File: config.mk
export PLATFORM = sky130hd
export DESIGN_NAME = cartridge_loader
export DESIGN_NICKNAME = d
export VERILOG_FILES = /design/src/rtl/cartridge_loader.sv
export SDC_FILE = /design/constraint.sdc
export NUM_CORES = 1
export LEC_CHECK = 0
export ABC_AREA = 0
export BUFFER_PORTS_ARGS = -buffer_cell sky130_fd_sc_hd__clkbuf_2
export CORE_MARGIN = 2
export CORE_UTILIZATION = 52
export DETAILED_ROUTE_END_ITERATION = 7
export PLACE_DENSITY = 0.7
export RECOVER_POWER = 100
export SYNTH_ARGS = -nofsm -noshare
export SYNTH_HDL_FRONTEND = slang
export SYNTH_SLANG_ARGS = --single-unit
File: constraint.sdc
create_clock -name clk -period 3.84 [get_ports clk]
set_input_delay 0.192 -clock clk [delete_from_list [all_inputs] [get_ports clk]]
set_output_delay 0.192 -clock clk [all_outputs]
set_load 0.02 [all_outputs]
File: src/rtl/cartridge_loader.sv
// cartridge_loader: consumes a framed host byte stream and loads it into the
// cartridge CROM array over Wishbone, then programs the cartridge control register.
`default_nettype none

module cartridge_loader #(
    parameter int unsigned ARRAY_SIZE = 17409,
    parameter int unsigned TIMEOUT    = 1048575
) (
    input  logic        clk,
    input  logic        reset_n,
    input  logic [0:7]  s_data,
    input  logic        s_valid,
    output logic        s_ready,
    input  logic        abort,
    output logic        busy,
    output logic        done,
    output logic        error,
    output logic [0:1]  err_code,
    output logic [0:20] wb_adr_o,
    output logic [0:7]  wb_dat_o,
    output logic        wb_we_o,
    output logic [0:0]  wb_sel_o,
    output logic        wb_stb_o,
    output logic        wb_cyc_o,
    input  logic        wb_ack_i
);

    localparam int            CW      = (TIMEOUT > 1) ? $clog2(TIMEOUT + 1) : 1;
    localparam logic [CW-1:0] TO_C    = CW'(TIMEOUT);
    localparam logic [16:0]   LIMIT_C = 17'(ARRAY_SIZE);

    localparam logic [2:0] S_IDLE      = 3'd0;
    localparam logic [2:0] S_HDR       = 3'd1;
    localparam logic [2:0] S_QUIESCE   = 3'd2;
    localparam logic [2:0] S_DATA_WAIT = 3'd3;
    localparam logic [2:0] S_DATA_WR   = 3'd4;
    localparam logic [2:0] S_CSUM      = 3'd5;
    localparam logic [2:0] S_CTRL_WR   = 3'd6;

    logic [2:0]    state_q, state_d;
    logic [7:0]    ctrl_q, ctrl_d, data_q, data_d, sum_q, sum_d;
    logic [15:0]   len_q, len_d, adr_q, adr_d, cnt_q, cnt_d;
    logic [14:0]   ptr_q, ptr_d;
    logic [1:0]    hidx_q, hidx_d, errc_q, errc_d;
    logic [CW-1:0] idle_q, idle_d;
    logic          pend_q, pend_d, stb_q, stb_d;
    logic          busy_q, busy_d, done_q, done_d, error_q, error_d;

    logic [7:0]  w_byte, w_sum;
    logic        w_acc, w_wait, w_timeout, w_fail;
    logic [1:0]  w_fail_code;
    logic [16:0] w_end;

    assign w_byte = s_data;
    assign w_sum  = sum_q + w_byte;
    assign w_wait = (state_q == S_HDR) || (state_q == S_DATA_WAIT) || (state_q == S_CSUM);
    assign s_ready = reset_n && !abort && (w_wait || (state_q == S_IDLE));
    assign w_acc  = s_valid && s_ready;
    assign w_end  = {1'b0, adr_q[15:8], w_byte} + {1'b0, len_q};
    // The idle counter keeps running through writes, so a slow slave eats into the budget.
    assign w_timeout = (TIMEOUT != 0) && w_wait && !w_acc &&
                       (({1'b0, idle_q} + 1'b1) >= {1'b0, TO_C});

    always_comb begin
        state_d = state_q;  ctrl_d = ctrl_q;  data_d = data_q;  sum_d = sum_q;
        len_d   = len_q;    adr_d  = adr_q;   cnt_d  = cnt_q;   ptr_d = ptr_q;
        hidx_d  = hidx_q;   errc_d = errc_q;  pend_d = pend_q;  stb_d = stb_q;
        busy_d  = busy_q;   error_d = error_q; done_d = 1'b0;
        w_fail  = 1'b0;     w_fail_code = 2'b00;
        idle_d  = idle_q;

        if (state_q == S_IDLE || w_acc) begin
            idle_d = '0;
        end else if (idle_q != TO_C) begin
            idle_d = idle_q + 1'b1;
        end

        case (state_q)
            S_IDLE: begin
                if (w_acc) begin
                    ctrl_d  = w_byte;
                    sum_d   = w_byte;
                    error_d = 1'b0;
                    errc_d  = 2'b00;
                    busy_d  = 1'b1;
                    hidx_d  = 2'd0;
                    state_d = S_HDR;
                end
            end
            S_HDR: begin
                if (abort || w_timeout) begin
                    w_fail = 1'b1;  w_fail_code = 2'b11;
                end else if (w_acc) begin
                    sum_d  = w_sum;
                    hidx_d = hidx_q + 2'd1;
                    case (hidx_q)
                        2'd0:    len_d[15:8] = w_byte;
                        2'd1:    len_d[7:0]  = w_byte;
                        2'd2:    adr_d[15:8] = w_byte;
                        default: adr_d[7:0]  = w_byte;
                    endcase
                    if (hidx_q == 2'd3) begin
                        if (w_end > LIMIT_C) begin
                            w_fail = 1'b1;  w_fail_code = 2'b01;
                        end else begin
                            state_d = S_QUIESCE;
                            stb_d   = 1'b1;
                            pend_d  = 1'b0;
                        end
                    end
                end
            end
            S_QUIESCE: begin
                if (abort) pend_d = 1'b1;
                if (wb_ack_i) begin
                    stb_d = 1'b0;
                    if (pend_q || abort) begin
                        w_fail = 1'b1;  w_fail_code = 2'b11;
                    end else if (len_q == 16'd0) begin
                        state_d = S_CSUM;
                    end else begin
                        ptr_d   = adr_q[14:0];
                        cnt_d   = len_q;
                        state_d = S_DATA_WAIT;
                    end
                end
            end
            S_DATA_WAIT: begin
                if (abort || w_timeout) begin
                    w_fail = 1'b1;  w_fail_code = 2'b11;
                end else if (w_acc) begin
                    data_d  = w_byte;
                    sum_d   = w_sum;
                    stb_d   = 1'b1;
                    state_d = S_DATA_WR;
                end
            end
            S_DATA_WR: begin
                if (abort) pend_d = 1'b1;
                if (wb_ack_i) begin
                    stb_d = 1'b0;
                    ptr_d = ptr_q + 15'd1;
                    cnt_d = cnt_q - 16'd1;
                    if (pend_q || abort) begin
                        w_fail = 1'b1;  w_fail_code = 2'b11;
                    end else begin
                        state_d = (cnt_q == 16'd1) ? S_CSUM : S_DATA_WAIT;
                    end
                end
            end
            S_CSUM: begin
                if (abort || w_timeout) begin
                    w_fail = 1'b1;  w_fail_code = 2'b11;
                end else if (w_acc) begin
                    sum_d = w_sum;
                    if (w_sum != 8'h00) begin
                        w_fail = 1'b1;  w_fail_code = 2'b10;
                    end else begin
                        stb_d   = 1'b1;
                        state_d = S_CTRL_WR;
                    end
                end
            end
            S_CTRL_WR: begin
                if (abort) pend_d = 1'b1;
                if (wb_ack_i) begin
                    stb_d = 1'b0;
                    if (pend_q || abort) begin
                        w_fail = 1'b1;  w_fail_code = 2'b11;
                    end else begin
                        done_d  = 1'b1;
                        busy_d  = 1'b0;
                        state_d = S_IDLE;
                    end
                end
            end
            default: state_d = S_IDLE;
        endcase

        if (w_fail) begin
            state_d = S_IDLE;
            error_d = 1'b1;
            errc_d  = w_fail_code;
            busy_d  = 1'b0;
            stb_d   = 1'b0;
        end
    end

    always_ff @(posedge clk or negedge reset_n) begin
        if (!reset_n) begin
            state_q <= S_IDLE;  ctrl_q <= '0;  data_q <= '0;  sum_q <= '0;
            len_q   <= '0;      adr_q  <= '0;  cnt_q  <= '0;  ptr_q <= '0;
            hidx_q  <= '0;      errc_q <= '0;  idle_q <= '0;  pend_q <= 1'b0;
            stb_q   <= 1'b0;    busy_q <= 1'b0; done_q <= 1'b0; error_q <= 1'b0;
        end else begin
            state_q <= state_d; ctrl_q <= ctrl_d; data_q <= data_d; sum_q <= sum_d;
            len_q   <= len_d;   adr_q  <= adr_d;  cnt_q  <= cnt_d;  ptr_q <= ptr_d;
            hidx_q  <= hidx_d;  errc_q <= errc_d; idle_q <= idle_d; pend_q <= pend_d;
            stb_q   <= stb_d;   busy_q <= busy_d; done_q <= done_d; error_q <= error_d;
        end
    end

    // Bus fields are gated by the strobe so an idle or reset bus reads all-zero.
    assign wb_stb_o = stb_q;
    assign wb_cyc_o = stb_q;
    assign wb_we_o  = stb_q;
    assign wb_sel_o = stb_q;
    assign wb_adr_o = (stb_q && state_q == S_DATA_WR) ? {1'b1, 5'b00000, ptr_q} : 21'd0;
    assign wb_dat_o = !stb_q                  ? 8'h00  :
                      (state_q == S_DATA_WR)  ? data_q :
                      (state_q == S_CTRL_WR)  ? ctrl_q : 8'h00;

    assign busy     = busy_q;
    assign done     = done_q;
    assign error    = error_q;
    assign err_code = errc_q;

endmodule

`default_nettype wire

==> flow_summary.toml <==
[run_status]
status = "finished, violations left"
failed_checks = "max-capacitance violations, max-slew violations"

[clock_tree]
post-cts-setup-buffers = 0
cts_buffer_depth = 2
cts-root-buf = "clkbuf_16"
numCtsBuffers = 17
cts_max_level = 4
cts.reportedPaths.clkPinSlew_ps = 50
tritoncts = "built"
cts_sinks = 119
clk_latency_ps = 420

[run]
maxCapViolCount = 1

[synthesis]
synthCells = 870
synth_edf_count = 0
syn_avg_cell_area_um2 = 8.78
synth.top_cells.by_count = "dfrtp_1 (119), nand2_1 (105), a21oi_1 (86)"
ys_seq_area_share_pct = 39.0
synth_cell_type_count = 77
synth-seq-cells = 119
synthTopCellsByArea = "dfrtp_1 (39%), a21oi_1 (5.6%), mux2_2 (5.6%)"
ys_async_sr_fraction_pct = 100
synthFlopType = "dfrtp_1"
synth_top_cell_by_area = "dfrtp_1"
synth_top_area_share_pct = 39.0
yosysWarnings = 0
yosysMostFrequentCell = "dfrtp_1"
post_synth_instance_area_um2 = 7640

[power]
sw_frac_of_total_pct = 37.8
power_frac_comb_pct = 37.9
intPower_mw = 3.83
power_per_cell_area_nw_per_um2 = 719
power.leakage_nw = 3.72
p_switching_mw = 2.33
report.power.total_mw = 6.16
vdd_drop_max_v = 0.000424
clkPwrFrac_pct = 27.5
pwr-share-seq_pct = 34.7

[timing]
fin_tns_setup_ps = 0
hold_violations = 0
rsz0062_at_grt = "false"
slew_violations = 67
fin_crit_sh_pct = 91.0
fin_crit_ps = 3490
finalClockSkew_ps = 6.88
setup_ws_ps = 346
relSlewSlack_pct = -10.7
worst_pin_slew_ps = 1660
setup_viol = 0
max_freq_mhz = 286
hold_slack_ps = 109

[grt]
overflow = 0
grt_max_degree = 67
antenna_found_initial = 1
grt_busiest_layer = "met1"
grt_pass1_vias = 6183
met1_usage_pct = 38.0
use_met3_pct = 5.99
grt_pass1_wl_um = 32700
grtUsageMet2_pct = 37.9
grtUsageTotal_pct = 26.0

[placement]
gp_congestion = 0.913
dp_hpwl_um = 13700
pre_cts_ws_ps = 444
io_buffers = 46

[floorplanning]
die_h_um = 125
initial_core_util_pct = 53.0
core_area_um2 = 14400
placementRows = 44
die_w_um = 125
ios = 52
die_area_um2 = 15700

[setup_path]
cp_slowest_cell = "or4_4"
endpoint_kind = "flop"
start_kind = "flop"
critPathKind = "flop to flop"
arrival_ps = 3830
ff2ff_setup_slack_ps = 350
path_cells = "ha_1 > fa_1 > a2111oi_0 > o2111ai_1 > nor4b_1 > nand4_1 > or4_4 > a211oi_2 > or4_1 > nor3b_2"
crit_path_max_fanout = 4
cp_slowest_stage_delay_ps = 550
critical_path_required_ps = 4180

[route]
firstDrtPassIters = 4
vias = 6713
viasPerCell = 6.07
ant_nets = 0
finalWirelength_um = 19500
drt_iter0_drc = 515
drc = 0
wire_per_inst_um = 17.7

[layout]
drive_above_1_share_pct = 12.8
num-fill-cells = 1277
area_growth_pct = 12.1
nets = 956

[min_path]
hold_class = "primary input to flop"
-- through the flow --
step | cell area (um^2) | util [%] | cells
after detailed placement | 7990 | 55.4 | 1072
after floorplan | 7660 | - | 874
after global placement | 7990 | 55.4 | 1072
final | 8570 | 59.4 | 1106
after CTS | 8640 | 59.9 | 1105
after global routing | 8570 | 59.4 | 1106
-- worst max-delay path, delay by kind of cell (launching register included) --
kind | cells | cell delay [ps]
adders and majority gates | 2 | 660
DFF | 1 | 420
and+or+nand+nor | 5 | 1460
AOI/OAI and AO/OA | 3 | 870
-- sequential cells by signal, indices dropped and copies added (netlist names) --
signal    cells
cnt_q        16
hidx_q        2
sum_q         8
state_q       3
data_q        8
len_q        16
wb_cyc_o      1
ctrl_q        8
done          1
pend_q        1
adr_q        16
busy          1
err_code      2
error         1
idle_q       20
ptr_q        15
-- worst paths after layout --
path                       startpoint         end  cells past startpoint
max                          len_q[0]  state_q[1]                     10
min in group asynchronous     reset_n  idle_q[13]                      3
min reg2reg                     error       error                      1
min                             abort      pend_q                      3
max reg2reg                  len_q[0]  state_q[1]                     10
max in group asynchronous     reset_n    adr_q[7]                      4
-- final cells by class --
type | instances | area [um^2] | area share [%]
Multi-Input combinational cell | 686 | 4340 | 50.7
Sequential cell | 119 | 2980 | 34.8
Clock buffer | 25 | 526 | 6.13
Timing Repair Buffer | 63 | 297 | 3.46
Tap cell | 184 | 230 | 2.69
Clock inverter | 7 | 113 | 1.31
Inverter | 21 | 78.8 | 0.920
Antenna cell | 1 | 2.50 | 0.0292
-- layout by cell type (no fill, tap or decap), types with 5 or more instances in the layout --
cell       Yosys  final
and3_1        25     25
clkbuf_8       3      7
mux2i_1        9      9
and2_1         8      6
xor2_1        11     11
buf_4         10     10
a31oi_1       10     10
nand2_1      105    105
clkbuf_2       0     13
clkbuf_1      29     40
nand3_1       25     25
conb_1         1      5
ha_1          33     33
nand4_1        9      9
inv_1         19     19
mux2_2        38     37
xnor2_1       15     15
clkbuf_16      0     17
nor2_1        71     70
or4_1          5      5
nor2b_1        5      5
nor3_1        26     26
nand2b_1       8      8
a21o_1         5      5
nor4_1         9      9
dfrtp_1      119    119
o21ai_0       70     70
o22ai_1       13     13
o211ai_1       7      7
a21oi_1       86     86
a22o_1         8      8
-- power groups by stage --
stage               clock network [mW]  registers, mW  logic [mW]
floorplan                            0           2.00        1.86
global placement                     0           2.13        2.31
detailed placement                   0           2.14        2.32
CTS                               1.72           2.13        2.34
global route                      1.77           2.20        2.66
finish                            1.69           2.14        2.33
-- cell families (layout without fill, tap and decap cells) --
kind of cell / count (synthesis) / after routing / synth area share (%)
buffers and inverters: 69 / 116 / 4.37
adders and majority gates: 36 / 36 / 6.06
DFF: 119 / 119 / 39.0
xor gates and xnor gates: 26 / 26 / 2.98
AOI/OAI and AO/OA: 241 / 241 / 19.0
other: 1 / 6 / 0.0491
muxes: 47 / 47 / 6.78
and+or+nand+nor: 331 / 331 / 21.7
-- layer usage --
metal	vias to the layer above	routed length, um
met5	-	0
met4	0	511
met3	34	1120
met2	226	8670
met1	3201	9240
li1	3252	-
-- timing repair --
action | 4_1_cts | 5_1_grt
gates resized for setup | 0 | 0
hold endpoints to repair | 53 | 0
hold buffers | 1 | 0
setup endpoints to repair | 0 | 0
Note: power is estimated with default switching activity, not from simulation.
